**src/rtl/ws2812_pkg.sv**
```systemverilog
// Shared types and constants for the WS2812 strip driver: FSM states,
// per-LED bit count and the GRB colour layout of the staging/shift registers.
package ws2812_pkg;

  typedef enum logic [2:0] {IDLE, PRIME, SEND, STALL, LATCH} state_e;

  localparam int BITS_PER_LED = 24;

  localparam int G_MSB = 23;
  localparam int G_LSB = 16;
  localparam int R_MSB = 15;
  localparam int R_LSB = 8;
  localparam int B_MSB = 7;
  localparam int B_LSB = 0;

  // Counter width for a terminal count of p-1, never narrower than one bit.
  function automatic int cnt_w(input int p);
    return (p > 1) ? $clog2(p) : 1;
  endfunction

  localparam int BIT_IDX_W = cnt_w(BITS_PER_LED);

endpackage

```
**src/rtl/ws2812_bit_encoder.sv**
```systemverilog
// One WS2812 bit period: counts BIT_CYCLES while enabled and drives the line
// high for T0H or T1H cycles depending on the bit value.
module ws2812_bit_encoder #(
  parameter int BIT_CYCLES = 125,
  parameter int T0H_CYCLES = 35,
  parameter int T1H_CYCLES = 70
) (
  input  logic clk_led,
  input  logic rst,
  input  logic en,
  input  logic bit_value,
  output logic strip_bit,
  output logic bit_last
);
  import ws2812_pkg::*;

  localparam int CW = cnt_w(BIT_CYCLES);
  localparam logic [CW-1:0] CNT_LAST = CW'(BIT_CYCLES - 1);
  localparam logic [CW-1:0] T0H      = CW'(T0H_CYCLES);
  localparam logic [CW-1:0] T1H      = CW'(T1H_CYCLES);

  logic [CW-1:0] bit_cnt_q, bit_cnt_d;

  // Counter parks at zero whenever disabled so the next bit starts cleanly.
  always_comb begin
    bit_cnt_d = '0;
    if (en && (bit_cnt_q != CNT_LAST)) bit_cnt_d = bit_cnt_q + 1'b1;
  end

  always_ff @(posedge clk_led) begin
    if (rst) bit_cnt_q <= '0;
    else     bit_cnt_q <= bit_cnt_d;
  end

  assign bit_last  = en && (bit_cnt_q == CNT_LAST);
  assign strip_bit = en && (bit_cnt_q < (bit_value ? T1H : T0H));

endmodule

```
**src/rtl/ws2812_strip_driver.sv**
```systemverilog
// Frame sequencer: fetches colours from the LED buffer one address at a time,
// prefetching the next LED while the current one is serialised.
module ws2812_strip_driver #(
  parameter int NUM_LEDS          = 50,
  parameter int LED_ADDRESS_WIDTH = 10,
  parameter int BIT_CYCLES        = 125,
  parameter int T0H_CYCLES        = 35,
  parameter int T1H_CYCLES        = 70,
  parameter int RESET_CYCLES      = 5000,
  parameter int SETTLE_CYCLES     = 3
) (
  input  logic                         clk_led,
  input  logic                         rst,
  input  logic                         start,
  input  logic [7:0]                   red_in,
  input  logic [7:0]                   green_in,
  input  logic [7:0]                   blue_in,
  input  logic                         color_valid,
  output logic [LED_ADDRESS_WIDTH-1:0] next_led_request_address,
  output logic                         strip_out,
  output logic                         busy,
  output logic                         frame_done,
  output logic                         underrun
);
  import ws2812_pkg::*;

  localparam int AW = LED_ADDRESS_WIDTH;
  localparam int LW = cnt_w(NUM_LEDS);
  localparam int RW = cnt_w(RESET_CYCLES);
  localparam int SW = cnt_w(SETTLE_CYCLES + 1);

  localparam logic [AW-1:0]        ADDR_LAST    = AW'(NUM_LEDS - 1);
  localparam logic [LW-1:0]        LED_LAST     = LW'(NUM_LEDS - 1);
  localparam logic [RW-1:0]        LAT_LAST     = RW'(RESET_CYCLES - 1);
  localparam logic [SW-1:0]        SETTLE_MAX   = SW'(SETTLE_CYCLES);
  localparam logic [BIT_IDX_W-1:0] BIT_IDX_LAST = BIT_IDX_W'(BITS_PER_LED - 1);

  state_e                 state_q, state_d;
  logic [23:0]            sr_q, sr_d;
  logic [23:0]            stage_q, stage_d;
  logic                   stage_valid_q, stage_valid_d;
  logic [BIT_IDX_W-1:0]   bit_idx_q, bit_idx_d;
  logic [LW-1:0]          led_cnt_q, led_cnt_d;
  logic [AW-1:0]          addr_q, addr_d;
  logic [SW-1:0]          settle_q, settle_d;
  logic [RW-1:0]          lat_cnt_q, lat_cnt_d;
  logic                   frame_done_q, frame_done_d;
  logic                   underrun_q, underrun_d;
  logic                   load, fetch_en, capture;
  logic                   bit_last, strip_bit;

  ws2812_bit_encoder #(
    .BIT_CYCLES (BIT_CYCLES),
    .T0H_CYCLES (T0H_CYCLES),
    .T1H_CYCLES (T1H_CYCLES)
  ) u_enc (
    .clk_led   (clk_led),
    .rst       (rst),
    .en        (state_q == SEND),
    .bit_value (sr_q[23]),
    .strip_bit (strip_bit),
    .bit_last  (bit_last)
  );

  // Prefetch only while another LED remains to be requested in this frame.
  assign fetch_en = (state_q == PRIME) ||
                    (((state_q == SEND) || (state_q == STALL)) && (led_cnt_q != LED_LAST));
  assign capture  = color_valid && (settle_q >= SETTLE_MAX) && !stage_valid_q && fetch_en;

  always_comb begin
    state_d       = state_q;
    sr_d          = sr_q;
    stage_d       = stage_q;
    stage_valid_d = stage_valid_q;
    bit_idx_d     = bit_idx_q;
    led_cnt_d     = led_cnt_q;
    addr_d        = addr_q;
    lat_cnt_d     = lat_cnt_q;
    frame_done_d  = 1'b0;
    underrun_d    = 1'b0;
    load          = 1'b0;

    case (state_q)
      IDLE: begin
        addr_d = '0;
        if (start) state_d = PRIME;
      end
      PRIME: begin
        if (stage_valid_q) begin
          load      = 1'b1;
          led_cnt_d = '0;
          bit_idx_d = '0;
          state_d   = SEND;
        end
      end
      SEND: begin
        if (bit_last) begin
          if (bit_idx_q != BIT_IDX_LAST) begin
            sr_d      = {sr_q[22:0], 1'b0};
            bit_idx_d = bit_idx_q + 1'b1;
          end else begin
            bit_idx_d = '0;
            if (led_cnt_q == LED_LAST) begin
              addr_d    = '0;
              lat_cnt_d = '0;
              state_d   = LATCH;
            end else if (stage_valid_q) begin
              load      = 1'b1;
              led_cnt_d = led_cnt_q + 1'b1;
            end else begin
              underrun_d = 1'b1;
              state_d    = STALL;
            end
          end
        end
      end
      STALL: begin
        if (stage_valid_q) begin
          load      = 1'b1;
          led_cnt_d = led_cnt_q + 1'b1;
          state_d   = SEND;
        end
      end
      LATCH: begin
        if (lat_cnt_q == LAT_LAST) begin
          frame_done_d = 1'b1;
          state_d      = IDLE;
        end else begin
          lat_cnt_d = lat_cnt_q + 1'b1;
        end
      end
      default: state_d = IDLE;
    endcase

    if (load) begin
      sr_d          = stage_q;
      stage_valid_d = 1'b0;
      if (addr_q != ADDR_LAST) addr_d = addr_q + 1'b1;
    end else if (capture) begin
      stage_d[G_MSB:G_LSB] = green_in;
      stage_d[R_MSB:R_LSB] = red_in;
      stage_d[B_MSB:B_LSB] = blue_in;
      stage_valid_d        = 1'b1;
    end

    // Buffer data can lag an address change, so restart the settle window.
    settle_d = settle_q;
    if (addr_d != addr_q)            settle_d = '0;
    else if (settle_q != SETTLE_MAX) settle_d = settle_q + 1'b1;
  end

  always_ff @(posedge clk_led) begin
    if (rst) begin
      state_q       <= IDLE;
      stage_q       <= '0;
      stage_valid_q <= 1'b0;
      bit_idx_q     <= '0;
      led_cnt_q     <= '0;
      addr_q        <= '0;
      settle_q      <= '0;
      lat_cnt_q     <= '0;
      frame_done_q  <= 1'b0;
      underrun_q    <= 1'b0;
    end else begin
      state_q       <= state_d;
      stage_q       <= stage_d;
      stage_valid_q <= stage_valid_d;
      bit_idx_q     <= bit_idx_d;
      led_cnt_q     <= led_cnt_d;
      addr_q        <= addr_d;
      settle_q      <= settle_d;
      lat_cnt_q     <= lat_cnt_d;
      frame_done_q  <= frame_done_d;
      underrun_q    <= underrun_d;
    end
  end

  // Shift register only matters while SEND is active, so it carries no reset.
  always_ff @(posedge clk_led) begin
    sr_q <= sr_d;
  end

  assign next_led_request_address = addr_q;
  assign strip_out                = strip_bit;
  assign busy                     = (state_q != IDLE);
  assign frame_done               = frame_done_q;
  assign underrun                 = underrun_q;

endmodule

```
**config.mk**
```make
export PLATFORM = sky130hd
export DESIGN_NAME = ws2812_strip_driver
export DESIGN_NICKNAME = d
export VERILOG_FILES = /design/src/rtl/ws2812_pkg.sv /design/src/rtl/ws2812_bit_encoder.sv /design/src/rtl/ws2812_strip_driver.sv
export SDC_FILE = /design/constraint.sdc
export NUM_CORES = 1
export LEC_CHECK = 0
export BUFFER_PORTS_ARGS = -buffer_cell sky130_fd_sc_hd__buf_2
export CAP_MARGIN = 10
export CORE_MARGIN = 4
export CORE_UTILIZATION = 30
export CTS_CLUSTER_SIZE = 25
export DETAILED_ROUTE_END_ITERATION = 8
export PLACE_DENSITY = 0.5
export SLEW_MARGIN = 20
export SYNTH_ARGS = -nofsm -noshare
export SYNTH_HDL_FRONTEND = slang
export SYNTH_SLANG_ARGS = --single-unit
```
**constraint.sdc**
```tcl
create_clock -name clk_led -period 3.5 [get_ports clk_led]
set_clock_uncertainty 0.2 [all_clocks]
set_input_delay 0.175 -clock clk_led [delete_from_list [all_inputs] [get_ports clk_led]]
set_output_delay 0.175 -clock clk_led [all_outputs]
set_load 0.02 [all_outputs]
```
==> results by group <==
Outcome
  – Status: finished clean

Hold path
  – Min-Delay Path Class: reg2reg
  – Hold path start: bit_idx_q[1]

Cells and area
  – Share of cells above drive strength 1: 0.194
  – P&R area growth vs syn: 20.5%
  – Area of the multi-input gates: 2110 um2
  – Fill count: 1467
  – Most frequent cells in the layout: dfxtp_1, nor2_1, buf_2
  – Commonest non-fill, non-tap cell in the layout: dfxtp_1
  – Nets@finish: 541
  – Sequential cell area: 2180 um2
  – N_diodes: 0
  – Non-Filler Cell Area, Final: 5360 um2

Detailed routing
  – Via/cell ratio: 4.74
  – 1st-pass router iterations: 4
  – DR vias: 3268
  – Routed WL: 9.15 mm
  – Initial detailed-routing violation count: 197
  – DRC: 0
  – Avg WL per Cell: 13.3 um
  – Detail Route Antenna Nets: 0

Yosys
  – Ys flop type: dfxtp_1
  – Synth warn: 0
  – Async set or reset register ratio after synthesis: 0
  – Mapped cell area: 4450 um2
  – Synth unique cells: 55
  – Synth Area per Inst: 10.1 um2
  – Sequential area share after synthesis: 0.491
  – Post-synth net total: 482
  – EDFF count, synth: 24
  – Gate Count Post-Synth: 442
  – Yosys reg bits: 97

Global route
  – Total track usage: 0.115
  – Number of global-route vias before repair: 3121
  – Initial antenna violation count: 0
  – Aggregate global routing overflow: 0
  – First-pass GRT wire length: 15.4 mm
  – Largest net degree at the start of global routing: 56

Placement
  – # port buffers: 41
  – Placer Congestion: 0.814
  – Post-detail-place hpwl: 6.16 mm
  – Dpl cell area: 4820 um2

STA
  – RSZ-0062 raised after global routing: no
  – Worst-margin pin slew: 1.04 ns
  – Slew Limit Fails: 0
  – Endpoints failing setup: 0
  – Min Tclk post-route: 2.99 ns
  – Slew margin rel.: 0.304
  – Setup tns final: 0 ns
  – Final Hold Viols: 0
  – Achievable Freq: 335 MHz
  – Crit share post-route: 0.853

Worst setup path
  – Slowest stage delay, CP: 0.56 ns
  – Worst EP arrival: 2.90 ns
  – R2R setup slack: 0.51 ns
  – Crit path capture: sr_q[7]
  – Cell count of the worst reg-to-reg path: 5
  – FF-to-FF End: sr_q[7]
  – Crit-path max FO: 24
  – Crit. End Element: register
  – Startpoint Class: register
  – Critical path buffer and inverter count: 1
  – Worst setup path startpoint: state_q[1]
  – CP top delay family: simple AND/OR/NAND/NOR gates
  – CP required: 3.41 ns
  – Reg2reg start: state_q[1]
  – CP max stage cell: or3b_1
  – Crit path depth: 5
  – Crit path cell chain: or3b_1, nor4_4, a31o_2, buf_4, mux2_2
  – Crit Path Class: reg2reg

Die
  – Initial core utilization: 0.306
  – Placeable Area: 14500 um2
  – Die Ht: 130 um
  – Die ar.: 16800 um2
  – Cell Rows: 44
  – Ports: 42
  – Die X: 130 um

Clock network
  – H-tree depth: 3
  – CTS root buffer: clkbuf_16
  – Post-CTS repair timing setup buffer count: 0
  – Clock Path Buffers: 2
  – Post-CTS Hold Fix Bufs: 24
  – Clock Latency Late Sink: 0.35 ns
  – Clock Pin Slew Worst Setup and Hold Paths: 0.07 ns
  – CTS tree: built
  – CTS Buf Count: 9
  – # resized after CTS: 0
  – CTS Sinks: 97

Power and ir drop
  – Leak: 1.92 nW
  – Sw Share: 0.235
  – VDD IR max: 0.000258 V
  – Tot Pwr: 2.27 mW
  – Sequential power share: 0.514
  – Switching power: 0.533 mW
  – Pwr Density: 424 nW/um2
  – Internal: 1.74 mW
  – Clock power frac: 0.429
  – Comb pwr share: 0.057

Flow run
  – Max-cap violations: 0
==> tightest hold or removal path, delay by kind of cell (launching register included) <==
family | cells | cell delay, ns
DFF | 1 | 0.33
and+or+nand+nor | 1 | 0.06
AOI/OAI and AO/OA | 1 | 0.05
==> cells in the mapped netlist, types with 9 or more instances <==
master	number	area (um2)
xnor2_1	14	123
a21oi_1	18	90.1
clkbuf_1	10	37.5
edfxtp_1	24	721
mux2_2	23	259
nand4_1	9	56.3
nor2_1	67	251
ha_1	12	150
dfxtp_1	73	1460
nor3_1	13	65.1
nand2_1	22	82.6
nand3_1	12	60.1
inv_1	13	48.8
mux2i_1	26	260
==> kinds of logic after synthesis <==
kind of cell / after synthesis / share of synthesized area
buf+inv: 35 / 0.0363
flops: 97 / 0.491
xor+xnor: 21 / 0.0414
compound gates: 55 / 0.0816
simple gates: 173 / 0.199
mux: 49 / 0.117
fa+ha+maj: 12 / 0.0338
==> registers in the layout, indices dropped and copies added, names as in the netlist <==
register	cells
next_led_request_address	10
settle_q	2
u_enc.bit_cnt_q	7
stage_valid_q	1
led_cnt_q	6
lat_cnt_q	13
stage_q	24
bit_idx_q	5
frame_done	1
underrun	1
sr_q	24
state_q	3
==> per-layer routing <==
metal  share of wire  routed length [um]  up-vias  track usage
met3           0.036                 327       12       0.0356
met2            0.45                4150       48        0.179
met5               0                   0        -            0
li1                -                   -     1704            -
met4           0.014                 124        0       0.0385
met1            0.50                4550     1504        0.154
==> area by class of cell <==
type                            count  share of cell area
Clock buffer                       10              0.0446
Timing Repair Buffer               70              0.0902
Sequential cell                    97               0.407
Tap cell                          184              0.0430
Clock inverter                      6              0.0110
Multi-Input combinational cell    310               0.395
Inverter                           13             0.00911
==> power groups by stage <==
| stage | clock (mW) | sequential, mW | combinational (mW) |
|---|---|---|---|
| floorplan | 0 | 1.19 | 0.0807 |
| finish | 0.975 | 1.17 | 0.130 |
| global placement | 0 | 1.19 | 0.109 |
| global route | 1.06 | 1.17 | 0.147 |
| CTS | 1.01 | 1.17 | 0.131 |
| detailed placement | 0 | 1.19 | 0.110 |
==> how the worst min path moves through the flow <==
stage / to / slack [ns] / depth (start not counted)
2_1_floorplan: stage_q[0] / 0.12 / 2
3_3_place_gp: stage_q[10] / 0.21 / 3
3_5_place_dp: stage_q[17] / 0.22 / 3
4_1_cts: bit_idx_q[1] / 0.28 / 2
5_1_grt: bit_idx_q[1] / 0.31 / 2
6_report: bit_idx_q[1] / 0.28 / 2
==> metrics by stage <==
step | cells | util | setup WS [ns] | hold WS [ns]
finish | 690 | 0.368 | 0.513 | 0.279
global route | 690 | 0.368 | 0.343 | 0.305
CTS | 690 | 0.368 | 0.504 | 0.282
detailed placement | 650 | 0.331 | 0.502 | 0.216
global placement | 650 | 0.331 | 0.581 | 0.209
floorplan | 442 | - | 0.673 | 0.122
No activity file was read; power rests on OpenSTA's default activity.
